--- config.mk ---
export PLATFORM = sky130hd
export DESIGN_NAME = spi_slave
export DESIGN_NICKNAME = d
export VERILOG_FILES = /design/src/rtl/spi_slave.sv
export SDC_FILE = /design/constraint.sdc
export NUM_CORES = 1
export LEC_CHECK = 0
export ABC_AREA = 1
export CAP_MARGIN = 10
export CORE_MARGIN = 10
export CORE_UTILIZATION = 42
export DETAILED_ROUTE_END_ITERATION = 8
export GPL_ROUTABILITY_DRIVEN = 0
export HOLD_SLACK_MARGIN = 0.12
export PLACE_DENSITY = 0.64
export SYNTH_ARGS = -nofsm -noshare
export SYNTH_HDL_FRONTEND = slang
export SYNTH_SLANG_ARGS = --single-unit
--- constraint.sdc ---
create_clock -name i_clk -period 1.7 [get_ports i_clk]
set_input_delay 0.34 -clock i_clk [delete_from_list [all_inputs] [get_ports i_clk]]
set_output_delay 0.34 -clock i_clk [all_outputs]
set_load 0.05 [all_outputs]
--- src/rtl/spi_slave.sv ---
// -----------------------------------------------------------------------------
// spi_slave
//   SPI responder that oversamples an externally driven SCLK / CS_N / MOSI in
//   the i_clk domain. MOSI is deserialized MSB first into o_rx_data, and a
//   word taken from a one-deep transmit holding buffer is serialized onto
//   o_miso. Supports all four SPI modes through CPOL / CPHA and any number of
//   back-to-back frames inside one chip-select assertion.
//
// Parameters
//   WIDTH  bits per frame (>= 2)
//   CPOL   SCLK idle level
//   CPHA   0: sample on leading edge, shift on trailing edge
//          1: shift on leading edge, sample on trailing edge
//
// Ports
//   i_clk, i_reset          system clock, asynchronous active-low reset
//   i_sclk, i_cs_n, i_mosi  SPI pins from the master (asynchronous)
//   o_miso, o_miso_oe       SPI data out and its output enable
//   i_tx_data, i_tx_valid   transmit word and its valid
//   o_tx_ready              transmit holding buffer empty
//   o_rx_data, o_rx_valid   last received word and its one-cycle update pulse
//   o_busy                  chip select asserted (synchronized)
//   o_underrun              one-cycle pulse: load found the buffer empty
// -----------------------------------------------------------------------------
module spi_slave #(
    parameter int WIDTH = 8,
    parameter bit CPOL  = 1'b0,
    parameter bit CPHA  = 1'b0
) (
    input  logic             i_clk,
    input  logic             i_reset,
    input  logic             i_sclk,
    input  logic             i_cs_n,
    input  logic             i_mosi,
    output logic             o_miso,
    output logic             o_miso_oe,
    input  logic [WIDTH-1:0] i_tx_data,
    input  logic             i_tx_valid,
    output logic             o_tx_ready,
    output logic [WIDTH-1:0] o_rx_data,
    output logic             o_rx_valid,
    output logic             o_busy,
    output logic             o_underrun
);

    localparam int CNT_W = $clog2(WIDTH) + 1;

    typedef enum logic {S_IDLE, S_ACTIVE} state_t;

    state_t             r_state;
    state_t             w_state_next;

    logic               r_sclk_s1, r_sclk_s2, r_sclk_d;
    logic               r_cs_s1, r_cs_s2, r_cs_d;
    logic               r_mosi_s1, r_mosi_s2;

    logic [CNT_W-1:0]   r_bit_cnt;
    logic [WIDTH-1:0]   r_rx_shift;
    logic [WIDTH-1:0]   r_rx_data;
    logic               r_rx_valid;
    logic [WIDTH-1:0]   r_tx_shift;
    logic [WIDTH-1:0]   r_buf;
    logic               r_buf_vld;
    logic               r_underrun;

    logic               w_sclk_chg, w_lead, w_trail;
    logic               w_cs_fall, w_cs_rise;
    logic               w_active, w_do_sample, w_do_shift;
    logic               w_last, w_load, w_wr;

    // Two-flop synchronizers plus a history flop for edge detection. The
    // synchronizers reset to the idle pin levels so release of reset never
    // looks like an edge.
    always_ff @(posedge i_clk or negedge i_reset) begin
        if (!i_reset) begin
            r_sclk_s1 <= CPOL;
            r_sclk_s2 <= CPOL;
            r_sclk_d  <= CPOL;
            r_cs_s1   <= 1'b1;
            r_cs_s2   <= 1'b1;
            r_cs_d    <= 1'b1;
            r_mosi_s1 <= 1'b0;
            r_mosi_s2 <= 1'b0;
        end else begin
            r_sclk_s1 <= i_sclk;
            r_sclk_s2 <= r_sclk_s1;
            r_sclk_d  <= r_sclk_s2;
            r_cs_s1   <= i_cs_n;
            r_cs_s2   <= r_cs_s1;
            r_cs_d    <= r_cs_s2;
            r_mosi_s1 <= i_mosi;
            r_mosi_s2 <= r_mosi_s1;
        end
    end

    assign w_sclk_chg = r_sclk_s2 ^ r_sclk_d;
    assign w_lead     = w_sclk_chg && (r_sclk_s2 != CPOL);
    assign w_trail    = w_sclk_chg && (r_sclk_s2 == CPOL);
    assign w_cs_fall  = r_cs_d && !r_cs_s2;
    assign w_cs_rise  = !r_cs_d && r_cs_s2;

    // SCLK edges count only inside an active frame; the CS-rise cycle aborts.
    assign w_active    = (r_state == S_ACTIVE) && !w_cs_rise;
    assign w_do_sample = w_active && (CPHA ? w_trail : w_lead);
    assign w_do_shift  = w_active && (CPHA ? w_lead : w_trail);
    assign w_last      = (r_bit_cnt == CNT_W'(WIDTH - 1));

    // A shift edge with the bit counter at zero starts a frame: for CPHA=1 it
    // is the first leading edge, for CPHA=0 the trailing edge right after the
    // last sample. CPHA=0 additionally loads on the CS falling edge.
    assign w_load = (!CPHA && (r_state == S_IDLE) && w_cs_fall) ||
                    (w_do_shift && (r_bit_cnt == '0));
    assign w_wr   = i_tx_valid && !r_buf_vld;

    always_ff @(posedge i_clk or negedge i_reset) begin
        if (!i_reset) r_state <= S_IDLE;
        else          r_state <= w_state_next;
    end

    always_comb begin
        w_state_next = r_state;
        case (r_state)
            S_IDLE:   if (w_cs_fall) w_state_next = S_ACTIVE;
            S_ACTIVE: if (w_cs_rise) w_state_next = S_IDLE;
            default:  w_state_next = S_IDLE;
        endcase
    end

    always_ff @(posedge i_clk or negedge i_reset) begin
        if (!i_reset) begin
            r_bit_cnt  <= '0;
            r_rx_shift <= '0;
            r_rx_data  <= '0;
            r_rx_valid <= 1'b0;
            r_tx_shift <= '0;
            r_buf      <= '0;
            r_buf_vld  <= 1'b0;
            r_underrun <= 1'b0;
        end else begin
            r_rx_valid <= 1'b0;
            r_underrun <= 1'b0;

            // Transmit: the buffer cannot be written while full, so a load
            // from a full buffer never collides with a write. A write into
            // an empty buffer during a load bypasses straight to the shifter.
            if (w_load) begin
                if (r_buf_vld) begin
                    r_tx_shift <= r_buf;
                    r_buf_vld  <= 1'b0;
                end else if (i_tx_valid) begin
                    r_tx_shift <= i_tx_data;
                end else begin
                    r_tx_shift <= '0;
                    r_underrun <= 1'b1;
                end
            end else begin
                if (w_do_shift) r_tx_shift <= {r_tx_shift[WIDTH-2:0], 1'b0};
                if (w_wr) begin
                    r_buf     <= i_tx_data;
                    r_buf_vld <= 1'b1;
                end
            end
            // A word already in the shifter is dropped on deselect.
            if (w_cs_rise) r_tx_shift <= '0;

            // Receive
            if (w_cs_rise || (r_state == S_IDLE)) begin
                r_bit_cnt <= '0;
            end else if (w_do_sample) begin
                r_rx_shift <= {r_rx_shift[WIDTH-2:0], r_mosi_s2};
                if (w_last) begin
                    r_bit_cnt  <= '0;
                    r_rx_data  <= {r_rx_shift[WIDTH-2:0], r_mosi_s2};
                    r_rx_valid <= 1'b1;
                end else begin
                    r_bit_cnt <= r_bit_cnt + CNT_W'(1);
                end
            end
        end
    end

    assign o_miso     = r_tx_shift[WIDTH-1] && (r_state == S_ACTIVE);
    assign o_miso_oe  = (r_state == S_ACTIVE);
    assign o_busy     = (r_state == S_ACTIVE);
    assign o_tx_ready = !r_buf_vld;
    assign o_rx_data  = r_rx_data;
    assign o_rx_valid = r_rx_valid;
    assign o_underrun = r_underrun;

endmodule

# --- Yosys cells after proc, flatten, opt, wreduce, memory -nomap -nowiden ---
# Cells that the tools add are included.
classes:
  addsub: 1
  n_eq_ne: 1
  muxes: 19
  n_bitwise: 5
  reduce_logical: 24
ops:
  columns: ["operator", "count"]
  rows:
  - ["2-to-1 mux 8 bit", 5]
  - ["2-to-1 mux 4 bit", 3]
  - ["logical AND 1 bit", 11]
  - ["2-to-1 mux 1 bit", 10]
  - ["adder 4 x 1 -> 4 bit, second input constant", 1]
  - ["== test 4 x 3 -> 1 bit, second input constant", 1]
  - ["zero test 1 bit", 4]
  - ["zero test 4 bit", 1]
  - ["NOT 1 bit", 4]
  - ["AND reduction 2 bit", 2]
  - ["nonzero test 2 bit", 2]
  - ["AND reduction 3 bit", 1]
  - ["nonzero test 3 bit", 1]
  - ["logical OR 1 bit", 2]
  - ["case mux 1 bit (2 select lines)", 1]
  - ["bitwise XOR 1 bit", 1]
totals:
  regBits: 47
  out_inout_bits: 14
  word_cells: 67

# --- Depth between registers and ports, before layout ---
depth:
  depth_word: 9
  mapped_depth: 8
  depth_no_buf: 8

# --- Worst setup path before layout ---
# No wires, ideal clock.
synth_path:
  path_type: "flip-flop to flip-flop"
  from: "register r_state, in the netlist o_busy"
  to: "register r_rx_data[6], in the netlist o_rx_data[6]"
  setup_ns: 0.120
  arrival_time_ns: 1.413
  t_required_ns: 1.580
  setup_slack_ns: 0.167
  stages_incl_launch_ff: 7
  n_path_buf: 1
  cell_sequence: "dfrtp_1 > nand2_2 > nor2_8 > nand2_4 > buf_6 > nand2_1 > o21ai_2"
synth_between:
  elab_chain_len: 4
synth_lines:
  columns: ["item", "line_no", "source"]
  rows:
  - ["start, declared", "50", "state_t r_state;"]
  - ["start signal, assigned", "117", "else r_state <= w_state_next;"]
  - ["NOT 1 bit", "167", "if (w_cs_rise || (r_state == S_IDLE)) begin"]
  - ["logical OR 1 bit", "167", null]
  - ["NOT 1 bit (no line)", null, null]
  - ["AND reduction 3 bit (no line) (*)", null, null]
  - ["end signal, assigned", "173", "r_rx_data <= {r_rx_shift[WIDTH-2:0], r_mosi_s2};"]
  - ["end, declared", "59", "logic [WIDTH-1:0] r_rx_data;"]
# Mark *: on every way between the ends. The rest lies on a longest branch, timed or not.
# A chain may end at the register's enable or synchronous reset.

# --- Worst setup path in the final report ---
layout_path:
  from: "register r_bit_cnt[0]"
  to: "register r_tx_shift[5]"
layout_between:
  elab_chain_len: 5
layout_lines:
  columns: ["item", "line_no", "source"]
  rows:
  - ["start, declared", "57", "logic [CNT_W-1:0] r_bit_cnt;"]
  - ["start signal, assigned", "176", "r_bit_cnt <= r_bit_cnt + CNT_W'(1);"]
  - ["zero test 4 bit (*)", "112", "(w_do_shift && (r_bit_cnt == '0));"]
  - ["logical AND 1 bit (*)", "112", null]
  - ["logical OR 1 bit (*)", "111", "assign w_load = (!CPHA && (r_state == S_IDLE) && w_cs_fall) ||"]
  - ["2-to-1 mux 8 bit", "146", "if (w_load) begin"]
  - ["2-to-1 mux 8 bit", "164", "if (w_cs_rise) r_tx_shift <= '0;"]
  - ["end signal, assigned", "148", "r_tx_shift <= r_buf;"]
  - ["end signal, assigned", "151", "r_tx_shift <= i_tx_data;"]
  - ["end signal, assigned", "157", "if (w_do_shift) r_tx_shift <= {r_tx_shift[WIDTH-2:0], 1'b0};"]
  - ["end, declared", "61", "logic [WIDTH-1:0] r_tx_shift;"]
# Marks and branches as above.

==> impl_metrics.ini <==
[timing]
setup_ws_ps = 128
fmax_ghz = 0.636
worst_slew_pin_slew_ps = 406
hold_viol = 0
slew_violations = 0
timing.final.crit_share_pct = 92.5
holdWs_ps = 355
tns_ps = 0
setup_viol = 0
rsz0062_at_grt = false
fin_skew_ps = 10.6
period_minus_slack_ps = 1570
timing.slew.headroom_pct = 72.9

[power_and_ir_drop]
p_leak_nw = 1.40
ir_drop_mv = 0.625
power_density_nw_per_um2 = 1060
finalPower_mw = 2.80

[floorplan]
chipWidth_um = 91.7
fp.dieH_um = 91.7
die-area_um2 = 8400
coreArea_um2 = 5040
start_util_pct = 42.8
io_pins = 28
rows = 26

[critical_path]
crit_arrival_ps = 1810
startpoint_type = flip-flop
critPathMaxFanout = 13
crit_required_ps = 1940
endpoint_kind = flip-flop
critPathKind = flip-flop to flip-flop

[clock_tree]
ctsRootBufferMaster = clkbuf_8
clk_latency_ps = 310
clk_pin_slew_ps = 90
cts.sinks = 47
htree_levels = 2
post_cts_resized = 0
numCtsBuffers = 5
clk_path_buf_depth = 2
post_cts_buffers = 0
cts_tree = done

[final_layout]
nFillCells = 468
stdcell_count = 354
diodes = 0
multi_input_area_um2 = 778
final_layout_size_suffix_gt1_share_pct = 19.4
fin_area_um2 = 2630
regArea_um2 = 1180
area_growth_pct = 22.0
fin_util_pct = 52.2
fin_nets = 299

[status]
run_status = finished clean

[worst_hold_path]
hp-class = flip-flop to flip-flop

[detailed_routing]
vias = 1565
top_layer = met4
avgRoutedWirePerCell_um = 11.4
met2_length_um = 1890
wl_met1_um = 1860
antenna_left = 0
drcViolationCount = 0
drt_pass1_iterations = 4
drt_iter0_drc = 71
wl_um = 4030
vias_per_cell = 4.42
dr_wl_met3_um = 198

[placement]
placed_cells = 345
detailedPlace.worstSlack_ps = 176
post-dp-hpwl_um = 2870
io_buffers = 27
placed_area_um2 = 2530

[grt]
grt_first_pass_wirelength_um = 7120
grt_max_degree = 48
grt_overflow = 0
antenna_found_initial = 0
grt_pass1_vias = 1550
grt.total_usage_pct = 10.3

[synthesis]
avgSynthCellArea_um2 = 8.70
ys_warn_count = 0
ys_ff_latch = 47
netlist_area_um2 = 2160
synth_nets = 264
ys_seq_area_share_pct = 54.7
netlist_instances = 248
synth_cell_types = 26

[job]
drv_cap = 0
routing by layer:
metal  GRT usage [%]  vias to the layer above
met5               0                        -
met4            4.70                        0
met3            3.42                        7
met2            16.6                       23
met1            12.1                      712
li1                -                      823
cells in the final DEF, fill, tap and decap left out, drive strengths merged, types with 2 or more instances in the layout:
cell type,instances
a21oi,8
buf,22
clkbuf,6
clkdlybuf4s50,12
dfrtp,44
dfstp,3
ha,2
inv,39
nand2,92
nand3,14
nor2,17
o21ai,18
path summary, 6_finish.rpt:
check / from / to / slack (ps) / depth (start not counted)
setup / recovery: r_bit_cnt[0] / r_tx_shift[5] / 130 / 9
hold / removal: r_mosi_s1 / r_mosi_s2 / 350 / 0
setup reg to reg: r_bit_cnt[0] / r_tx_shift[5] / 130 / 9
hold reg to reg: r_mosi_s1 / r_mosi_s2 / 350 / 0
max in group asynchronous: i_reset / r_cs_s2 / 890 / 3
min in group asynchronous: i_reset / r_buf[4] / 530 / 3
power breakdown:
group / leakage [nW] / total [mW] / switching [mW] / internal [mW]
clock network: 0.0418 / 0.680 / 0.385 / 0.296
logic: 0.747 / 0.697 / 0.415 / 0.282
registers: 0.611 / 1.42 / 0.114 / 1.31
cell type report:
cell class                 count  share of cell area, %
inverter                      38                   5.42
multi-input combinational    156                   29.6
tap                           70                   3.33
clock buffer                   6                   2.76
clock inverter                 2                  0.618
sequential                    47                   44.8
timing repair buffer          35                   13.5
repair_timing:
action                                  CTS  global route
endpoints found under the setup margin    0             0
hold buffers                              1             0
endpoints found under the hold margin    44             0
sequential cells by signal (all words and copies together), names as in the netlist:
signal,cells
r_cs_s2,1
r_sclk_s2,1
o_underrun,1
r_sclk_d,1
r_sclk_s1,1
r_buf,8
r_rx_shift,7
r_mosi_s2,1
r_mosi_s1,1
o_busy,1
o_rx_data,8
o_rx_valid,1
r_bit_cnt,4
r_cs_s1,1
r_cs_d,1
r_tx_shift,8
r_buf_vld,1
synthesized netlist by cell type (all sizes together):
cell type	count	area [µm²]
inv	38	143
nor3	1	10.0
nor2	17	82.6
nand2	92	378
ha	2	25.0
a22o	1	8.76
o21ai	18	120
a21boi	1	11.3
a21oi	8	40.0
dfstp	3	78.8
dfrtp	44	1100
nand3	14	87.6
xor2	1	8.76
o22ai	1	6.26
buf	7	56.3
cells by family (layout without fill, tap and decap cells):
group,Yosys count,after routing,synth area share [%]
buffers and inverters,45,81,9.22
and+or+nand+nor,124,124,25.9
adders and majority gates,2,2,1.16
AOI/OAI and AO/OA,29,29,8.64
DFF,47,47,54.7
xor gates and xnor gates,1,1,0.406
worst max-delay path: stages (launching register included):
cell and delay (ps):
dfrtp_1 410, inv_1 100, ha_1 150, nand3_1 120, nand2_4 150, nand3_4 180
buf_4 210, nand2_1 70, nand2_1 50, nand2_1 50
No activity file was read; power rests on OpenSTA's default activity.
